==> config.mk <==
export PLATFORM = sky130hd
export DESIGN_NAME = recirc_lane_source
export DESIGN_NICKNAME = d
export VERILOG_FILES = /design/src/rtl/recirc_lane_source.sv
export SDC_FILE = /design/constraint.sdc
export NUM_CORES = 1
export LEC_CHECK = 0
export ABC_AREA = 1
export ABC_CLOCK_PERIOD_IN_PS = 2500
export BUFFER_PORTS_ARGS = -buffer_cell sky130_fd_sc_hd__buf_2
export CAP_MARGIN = 40
export CORE_UTILIZATION = 25
export CTS_CLUSTER_SIZE = 30
export DETAILED_ROUTE_END_ITERATION = 12
export PLACE_DENSITY = 0.45
export REMOVE_ABC_BUFFERS = 1
export SLEW_MARGIN = 20
export SYNTH_ARGS = -nofsm -noshare
export SYNTH_HDL_FRONTEND = slang
export SYNTH_SLANG_ARGS = --single-unit
==> constraint.sdc <==
create_clock -name clk -period 2.5 [get_ports clk]
set_input_delay 0.25 -clock clk [delete_from_list [all_inputs] [get_ports clk]]
set_output_delay 0.25 -clock clk [all_outputs]
set_load 0.01 [all_outputs]
==> src/rtl/recirc_lane_source.sv <==
// Purpose: four-lane transmit source feeding the lane recirculator, with link bring-up FSM.
// Latency: a word pushed at edge N is poppable at N+1; outputs are registered (appear after the pop edge).
// Backpressure: pause inhibits all pops; a push to a full lane without a pop is an overflow and latches ERROR.

// Per-lane circular buffer; caller guarantees push only when space exists (or a pop occurs at the same edge).
module recirc_lane_fifo #(
  parameter int DATA_W = 8,
  parameter int DEPTH  = 4
) (
  input  logic                     clk,
  input  logic                     reset,
  input  logic                     i_push,
  input  logic                     i_pop,
  input  logic [DATA_W-1:0]        i_wdata,
  output logic [DATA_W-1:0]        o_rdata,
  output logic [$clog2(DEPTH):0]   o_count
);
  localparam int PTR_W = $clog2(DEPTH);

  logic [DATA_W-1:0] r_mem [DEPTH];
  logic [PTR_W-1:0]  r_wptr;
  logic [PTR_W-1:0]  r_rptr;
  logic [PTR_W:0]    r_count;

  // Storage array; contents are don't-care whenever the count says so, so it carries no reset.
  always_ff @(posedge clk) begin
    if (i_push) r_mem[r_wptr] <= i_wdata;
  end

  // Pointers wrap naturally at DEPTH (power of two); simultaneous push+pop leaves the count alone.
  always_ff @(posedge clk) begin
    if (!reset) begin
      r_wptr  <= '0;
      r_rptr  <= '0;
      r_count <= '0;
    end else begin
      if (i_push) r_wptr <= r_wptr + 1'b1;
      if (i_pop)  r_rptr <= r_rptr + 1'b1;
      case ({i_push, i_pop})
        2'b10:   r_count <= r_count + 1'b1;
        2'b01:   r_count <= r_count - 1'b1;
        default: r_count <= r_count;
      endcase
    end
  end

  assign o_rdata = r_mem[r_rptr];
  assign o_count = r_count;
endmodule

module recirc_lane_source #(
  parameter int DATA_W      = 8,
  parameter int FIFO_DEPTH  = 4,
  parameter int INIT_CYCLES = 4
) (
  input  logic              clk,
  input  logic              reset,
  input  logic [DATA_W-1:0] wr_data0,
  input  logic [DATA_W-1:0] wr_data1,
  input  logic [DATA_W-1:0] wr_data2,
  input  logic [DATA_W-1:0] wr_data3,
  input  logic              wr_en0,
  input  logic              wr_en1,
  input  logic              wr_en2,
  input  logic              wr_en3,
  input  logic              pause,
  output logic              full0,
  output logic              full1,
  output logic              full2,
  output logic              full3,
  output logic              empty0,
  output logic              empty1,
  output logic              empty2,
  output logic              empty3,
  output logic [DATA_W-1:0] dataOut0,
  output logic [DATA_W-1:0] dataOut1,
  output logic [DATA_W-1:0] dataOut2,
  output logic [DATA_W-1:0] dataOut3,
  output logic              validOut0,
  output logic              validOut1,
  output logic              validOut2,
  output logic              validOut3,
  output logic              selector_IDLE,
  output logic [2:0]        state,
  output logic              error
);
  localparam int CNT_W  = $clog2(FIFO_DEPTH) + 1;
  localparam int INIT_W = (INIT_CYCLES > 1) ? $clog2(INIT_CYCLES) : 1;

  typedef enum logic [2:0] {
    ST_RESET  = 3'd0,
    ST_INIT   = 3'd1,
    ST_IDLE   = 3'd2,
    ST_ACTIVE = 3'd3,
    ST_ERROR  = 3'd4
  } state_t;

  state_t             r_state;
  state_t             w_next_state;
  logic [INIT_W-1:0]  r_init_cnt;
  logic [INIT_W-1:0]  w_next_init_cnt;

  logic [DATA_W-1:0]  w_wr_data [4];
  logic [DATA_W-1:0]  w_head    [4];
  logic [CNT_W-1:0]   w_count   [4];
  logic [DATA_W-1:0]  r_data    [4];
  logic [3:0]         w_wr_en;
  logic [3:0]         w_full;
  logic [3:0]         w_empty;
  logic [3:0]         w_pop_raw;
  logic [3:0]         w_ovf;
  logic [3:0]         w_pop;
  logic [3:0]         w_push;
  logic [3:0]         r_valid;
  logic               w_any_ovf;
  logic               w_can_pop;
  logic               w_accepting;
  logic               r_sel;
  logic               r_error;

  assign w_wr_data[0] = wr_data0;
  assign w_wr_data[1] = wr_data1;
  assign w_wr_data[2] = wr_data2;
  assign w_wr_data[3] = wr_data3;
  assign w_wr_en      = {wr_en3, wr_en2, wr_en1, wr_en0};

  // Overflow is only meaningful once the link is out of RESET and not already latched in ERROR.
  assign w_can_pop   = (r_state == ST_ACTIVE) && !pause;
  assign w_accepting = (r_state != ST_RESET) && (r_state != ST_ERROR);
  assign w_any_ovf   = |w_ovf;

  for (genvar g = 0; g < 4; g++) begin : g_lane
    assign w_full[g]    = (w_count[g] == CNT_W'(FIFO_DEPTH));
    assign w_empty[g]   = (w_count[g] == '0);
    assign w_pop_raw[g] = w_can_pop && !w_empty[g];
    // A full lane is only safe to write if it drains a word at the same edge.
    assign w_ovf[g]     = w_accepting && w_wr_en[g] && w_full[g] && !w_pop_raw[g];
    // On an overflow edge every lane freezes so the ERROR entry is clean (no valid outputs).
    assign w_pop[g]     = w_pop_raw[g] && !w_any_ovf;
    assign w_push[g]    = w_wr_en[g] && (r_state != ST_ERROR) && !w_any_ovf &&
                          (!w_full[g] || w_pop[g]);

    recirc_lane_fifo #(
      .DATA_W (DATA_W),
      .DEPTH  (FIFO_DEPTH)
    ) u_fifo (
      .clk     (clk),
      .reset   (reset),
      .i_push  (w_push[g]),
      .i_pop   (w_pop[g]),
      .i_wdata (w_wr_data[g]),
      .o_rdata (w_head[g]),
      .o_count (w_count[g])
    );
  end

  // Next-state logic: INIT dwells INIT_CYCLES cycles; overflow overrides everything after RESET.
  always_comb begin
    w_next_state    = r_state;
    w_next_init_cnt = r_init_cnt;
    case (r_state)
      ST_RESET: begin
        w_next_state    = ST_INIT;
        w_next_init_cnt = '0;
      end
      ST_INIT: begin
        if (r_init_cnt == INIT_W'(INIT_CYCLES - 1)) w_next_state = ST_IDLE;
        else                                        w_next_init_cnt = r_init_cnt + 1'b1;
      end
      ST_IDLE: begin
        if (!(&w_empty)) w_next_state = ST_ACTIVE;
      end
      ST_ACTIVE: begin
        if ((&w_empty) && !(|w_wr_en)) w_next_state = ST_IDLE;
      end
      ST_ERROR: begin
        w_next_state = ST_ERROR;
      end
      default: begin
        w_next_state = ST_RESET;
      end
    endcase
    if (w_any_ovf) w_next_state = ST_ERROR;
  end

  // State and INIT counter registers.
  always_ff @(posedge clk) begin
    if (!reset) begin
      r_state    <= ST_RESET;
      r_init_cnt <= '0;
    end else begin
      r_state    <= w_next_state;
      r_init_cnt <= w_next_init_cnt;
    end
  end

  // Registered lane outputs, path selector and sticky error; non-popping lanes hold their data.
  always_ff @(posedge clk) begin
    if (!reset) begin
      r_valid <= '0;
      r_sel   <= 1'b0;
      r_error <= 1'b0;
      for (int i = 0; i < 4; i++) r_data[i] <= '0;
    end else begin
      r_valid <= w_pop;
      r_sel   <= (w_next_state == ST_IDLE) || (w_next_state == ST_ACTIVE);
      r_error <= r_error || (w_next_state == ST_ERROR);
      for (int i = 0; i < 4; i++) begin
        if (w_pop[i]) r_data[i] <= w_head[i];
      end
    end
  end

  assign full0  = w_full[0];
  assign full1  = w_full[1];
  assign full2  = w_full[2];
  assign full3  = w_full[3];
  assign empty0 = w_empty[0];
  assign empty1 = w_empty[1];
  assign empty2 = w_empty[2];
  assign empty3 = w_empty[3];

  assign dataOut0  = r_data[0];
  assign dataOut1  = r_data[1];
  assign dataOut2  = r_data[2];
  assign dataOut3  = r_data[3];
  assign validOut0 = r_valid[0];
  assign validOut1 = r_valid[1];
  assign validOut2 = r_valid[2];
  assign validOut3 = r_valid[3];

  assign selector_IDLE = r_sel;
  assign state         = r_state;
  assign error         = r_error;
endmodule

# Word-level counts from Yosys, hierarchy flattened
# Memory sizes are Yosys's and may differ from the RTL's. A register that Yosys moved wholly into a read port is not among the register bits.
# Cells that the tools add are included.
# totals
regBits	39
ram_bits	160
input_bits	39
out_inout_bits	49
wordCells	180
n_memories	5
# memory_table
name	depth	width	rd	rd_ports_with_merged_regs	write_ports	line_no	source
g_lane[0].u_fifo.r_mem	4	8	1	1	1	20	logic [DATA_W-1:0] r_mem [DEPTH];
g_lane[1].u_fifo.r_mem	4	8	1	1	1	20	
g_lane[2].u_fifo.r_mem	4	8	1	1	1	20	
g_lane[3].u_fifo.r_mem	4	8	1	1	1	20	
r_data	4	8	4	0	4	106	logic [DATA_W-1:0] r_data [4];
# op_classes
n_addsub	17
n_eq_ne	22
muxes	44
bitwise	4
n_reduce_logical	71
# op_table
operator	n
1-bit logical AND	35
8-bit 2-to-1 mux	4
3-bit case mux with 2 select lines	4
1-bit 2-to-1 mux	21
2-bit by 1-bit adder with 2-bit output (second input constant)	9
3-bit == test (second input constant)	6
2-bit 2-to-1 mux	9
1-bit zero test	15
3-bit zero test	5
3-bit case mux with 5 select lines	1
3-bit by 1-bit adder with 3-bit output (second input constant)	4
3-bit by 2-bit == test with 1-bit output (second input constant)	4
3-bit 2-to-1 mux	4
3-bit by 1-bit subtractor with 3-bit output (second input constant)	4
2-bit == test (second input constant)	5
2-bit nonzero test	5
2-bit by 1-bit == test with 1-bit output (second input constant)	4
4-bit OR reduction	2
1-bit logical OR	6
1-bit OR	4
2-bit case mux with 2 select lines	1
4-bit AND reduction	1
3-bit by 1-bit == test with 1-bit output (second input constant)	1
3-bit inequality test (second input constant)	1
other kinds (3)	3

# Depth between registers and ports, before layout
# depth
ltp_word	12
ltp_mapped	17
depth_no_buf	17

# Modules after synthesis
# A second synthesis with hierarchy kept.
# unflattened
cells_unflattened	741
area_unflattened_um2	8466.9
# by_module_without_submodules
mod	n_inst	cells_per_inst	area_each_um2	seq_area_each_um2
recirc_lane_fifo (g_lane[0].u_fifo ...)	3	131	1621.6	1141.1
recirc_lane_source	1	217	1978.1	1181.1
recirc_lane_fifo (g_lane[3].u_fifo)	1	131	1624.1	1141.1

# Worst setup path before layout
# Ideal clock, no wire load.
# synth_timing
path_type	flip-flop to flip-flop
from	reg r_state[1], in the netlist state[1]
to	reg g_lane[2].u_fifo.r_count[2]
setup_ns	0.070
arrival_time_ns	2.129
required_ns	2.430
setup_slack_ns	0.301
stages_incl_launch_ff	15
n_path_buf	0
period_less_slack_ns	2.199
cell_sequence	dfxtp_1 > nor2_1 > inv_1 > nor2_1 > inv_1 > nand4_2 > nor2_2 > inv_2 > ha_1 > inv_1 > fa_1 > o21ai_0 > a21o_1 > o21ai_0 > a21oi_1
# synth_via
elab_chain_len	12
elab_cells_between_ends	36
classes_between	eq/ne: 4; mux: 1; reduce/logical: 31
# synth_lines
element	line_no	source
from (decl)	98	state_t r_state;
from (signal assigned)	192	r_state <= w_next_state;
3-bit inequality test (tied with other cells)	129, 140	
1-bit logical AND, on equally long branches	129, 128	
1-bit logical AND, on equally long branches	137, 135	
1-bit logical AND or 1-bit zero test (tied branches)	137	assign w_ovf[g] = w_accepting && w_wr_en[g] && w_full[g] && !w_pop_raw[g];
1-bit logical AND	137	
4-bit OR reduction	130	assign w_any_ovf = |w_ovf;
1-bit zero test	139, 140	
1-bit logical AND	139	assign w_pop[g] = w_pop_raw[g] && !w_any_ovf;
1-bit logical OR	141	(!w_full[g] || w_pop[g]);
1-bit logical AND	140	assign w_push[g] = w_wr_en[g] && (r_state != ST_ERROR) && !w_any_ovf &&
2-bit by 1-bit == test with 1-bit output or 2-bit == test (tied branches)	39	case ({i_push, i_pop})
3-bit case mux with 2 select lines or 2-bit nonzero test (tied branches)	-	
to (signal assigned)	40	2'b10: r_count <= r_count + 1'b1;
to (signal assigned)	41	2'b01: r_count <= r_count - 1'b1;
to (signal assigned)	42	default: r_count <= r_count;
to (decl)	23	logic [PTR_W:0] r_count;
# Parallel ways exist; a longest one is shown, timed or not.
# A chain may end at the register's enable or synchronous reset.

# Final worst setup path
# layout_timing
from	reg r_state[2], in the netlist state[2]
to	reg g_lane[1].u_fifo.r_count[1]
# layout_via
elab_chain_len	12
elab_cells_between_ends	36
classes_between	eq/ne: 4; mux: 1; reduce/logical: 31
# layout_lines
element	line_no
3-bit inequality test (tied with other cells)	129, 140
1-bit logical AND, on equally long branches	129, 128
1-bit logical AND, on equally long branches	137, 135
1-bit logical AND or 1-bit zero test (tied branches)	137
1-bit logical AND	137
4-bit OR reduction	130
1-bit zero test	139, 140
1-bit logical AND	139
1-bit logical OR	141
1-bit logical AND	140
2-bit by 1-bit == test with 1-bit output or 2-bit == test (tied branches)	39
3-bit case mux with 2 select lines or 2-bit nonzero test (tied branches)	-
to (signal assigned)	40
to (signal assigned)	41
to (signal assigned)	42
to (decl)	23
# Parallel ways exist; a longest one is shown, timed or not.

==> impl_results.md <==
- Sequential area share after synthesis: between 60% and 70%
- Final clock skew: 13.8 ps
- Final Hold Fails: 0
- Effective utilization at floorplan: 25.6%
- Remaining DRCs: 0
- Worst setup path class: flip-flop to flip-flop
- Max cap viols: 0
- Final #Nets: 975
- Most common cell after layout, fill and taps aside: nor2_1
- Row cnt: 66
- Overall power: 7.54 mW
- Most frequent cells in the layout: nor2_1 (193), edfxtp_1 (160), buf_2 (87), inv_1 (79), o21ai_0 (78)
- Total gr overflow: 0
- Routed vias/inst: ~4.0
- Clk slew on worst S/H paths: 60 ps
- Flop pwr share: 52.0%
- Sw Pwr: about 1.7 mW
- Mapped cell area: 8390 um^2
- HP Class: input pin to flip-flop
- Die width: between 150 and 200 um
- Routed Antenna Nets: 0
- Largest area contributor in the netlist: edfxtp_1
- Cell variety after synth: 30
- Vert. Die Dim: about 190 um
- Root Buffer: clkbuf_16
- Worst Path Required: 2920 ps
- Vias: 5434
- Startpoint Class: flip-flop
- Starting DRC count in detailed routing: roughly 320
- Clock Power Share: 40.9%
- Initial antenna violation count: 0
- Clock Path Buffers: 3
- Number of CTS-inserted buffers: 23
- Max_slew headroom: 70.1%
- Actual slew at the worst max-slew pin: 448 ps
- Total Wirelength: 18100 um
- Clock sink count: around 210
- Routed WL per cell: 13.3 um
- Gate count of the mapped netlist: 756
- Status: complete, no violations
- Layout cells sized above 1: 19.8%
- RD Place Congestion: roughly 0.74
- Die Footprint: 34300 um^2
- Worst skew pair latency: approximately 500 ps
- Max IR drop VDD: 0.371 mV
- Top cell type's share of synthesized area: 57.3%
- Area contributors post-synth: edfxtp_1 (57%), dfxtp_1 (11%), nor2_1 (8.8%), o21ai_0 (4.9%), inv_1 (3.6%)
- Int Power: 5.87 mW
- Global-route wire length before repair: 28400 um
- Syn avg cell area: 11.1 um^2
- Number of diodes: 0
- Largest net degree at the start of global routing: 33
- Worst path max stage delay: 410 ps
- Final period utilization: 91.6%
- Core area: 32800 um^2
- Highest Clock Rate: 0.436 GHz
- Synthesis-to-finish area growth: 26.0%
- #FFs+latches synth: ~210
- Power Density: 714 nW/um^2
- Post-DP HPWL: around 12000 um
- Slowest CP cell: fa_1
- Worst-path fanout max: 7
- Critical Path AT: 2710 ps
- Crit. End Element: flip-flop
- Crit path cell chain: inv_4, nand2_1, nor2_4, buf_4, nand2_2, nand2_1, inv_2, nor2_4, inv_2, ha_1, inv_1, fa_1, nor2_1, a21oi_1, nor2_1
- H-tree depth: 1
- Number of global-route vias before repair: 5309
- Total Routing Usage GR: 10.7%
- P_leak: 4.13 nW
- Synth warn: 0
- CTS tree: yes
- DRT Pass-1 Iters: 4
- Combinational share of power: 7.1%
- RSZ-0062 raised after global routing: yes
- Min Clock Period, post-route: 2290 ps
- Ports: 88
- Max-slew violations: 0
- Finish-stage setup viols: 0
- Switching share of power: 22.2%
- IO Port Bufs: 87
- Fin util: between 30% and 40%
cell families (layout without fill, tap and decap cells):
logic type	after synthesis	in the layout	synth area share, %
simple gates	275	275	14.0
flops	207	207	68.5
compound gates	141	141	8.56
buf+inv	108	279	4.89
fa+ha+maj	25	25	4.09
sequential cells by signal (all words and copies together) (netlist names), 2 cells and up, named ones only:
register,count
state,3
r_data,32
g_lane.u_fifo.r_wptr,8
g_lane.u_fifo.r_rptr,8
r_valid,4
g_lane.u_fifo.o_count,12
r_init_cnt,2
g_lane.u_fifo.r_mem,128
power by group through the flow:
| stage | clock (mW) | combinational (mW) | sequential (mW) |
|---|---|---|---|
| after floorplan | 0 | 0.265 | 4.00 |
| after detailed placement | 0 | 0.495 | 3.99 |
| final | 3.09 | 0.533 | 3.92 |
| after global placement | 0 | 0.495 | 3.99 |
| after global routing | 3.34 | 0.614 | 3.93 |
| after CTS | 3.20 | 0.538 | 3.92 |
critical path, delay by kind of cell, from the launching register on:
family / cells / cell delay [ps]
DFF: 1 / 340
adders and majority gates: 2 / 590
and+or+nand+nor: 7 / 770
buffers and inverters: 5 / 460
AOI/OAI and AO/OA: 1 / 50
Yosys cell counts, drive strengths merged:
cell type	count
a211oi	1
a21o	1
a21oi	55
a41oi	1
buf	8
clkbuf	11
clkinv	1
dfxtp	47
edfxtp	160
fa	4
ha	21
inv	88
nand2	46
nand3	5
nand4	14
nor2	206
nor3	4
o21ai	83
per-layer routing:
metal / global-route usage (%) / part of all wire (%)
met5: 0 / 0
met4: 3.40 / 2.1
met3: 2.38 / 5.1
met2: 17.4 / 46
met1: 14.2 / 47
final cells by class:
cell class	instances	area (um^2)
multi-input combinational	441	2260
inverter	89	337
fill	3348	22200
timing repair buffer	149	981
sequential	207	5750
clock inverter	11	82.6
tap	442	553
clock buffer	30	602
stage by stage:
step / hold WS, ps / cell area [um^2] / setup slack (ps) / setup TNS (ps) / std cells
floorplan: 349 / 8310 / 306 / 0 / 737
global placement: 451 / 9500 / 126 / 0 / 1292
detailed placement: 457 / 9500 / 111 / 0 / 1292
CTS: 149 / 10500 / 98.3 / 0 / 1365
global route: 160 / 10600 / -8.63 / -12.2 / 1369
finish: 154 / 10600 / 209 / 0 / 1369
path summary, 6_finish.rpt:
check                                   from                     endpoint  slack, ps  cells after the start
setup / recovery                    state[2]  g_lane[1].u_fifo.o_count[1]        210                     15
hold / removal                         reset  g_lane[0].u_fifo.o_count[1]        150                      3
setup reg to reg                    state[2]  g_lane[1].u_fifo.o_count[1]        210                     15
hold reg to reg   g_lane[1].u_fifo.r_rptr[1]   g_lane[1].u_fifo.r_rptr[1]        460                      2
timing repair:
item	in CTS	in global routing
setup buffers	0	4
resized for setup	0	16
endpoints found under the hold margin	128	0
hold buffers	32	0
setup endpoints to repair	0	6
(Power assumes the default switching activity.)
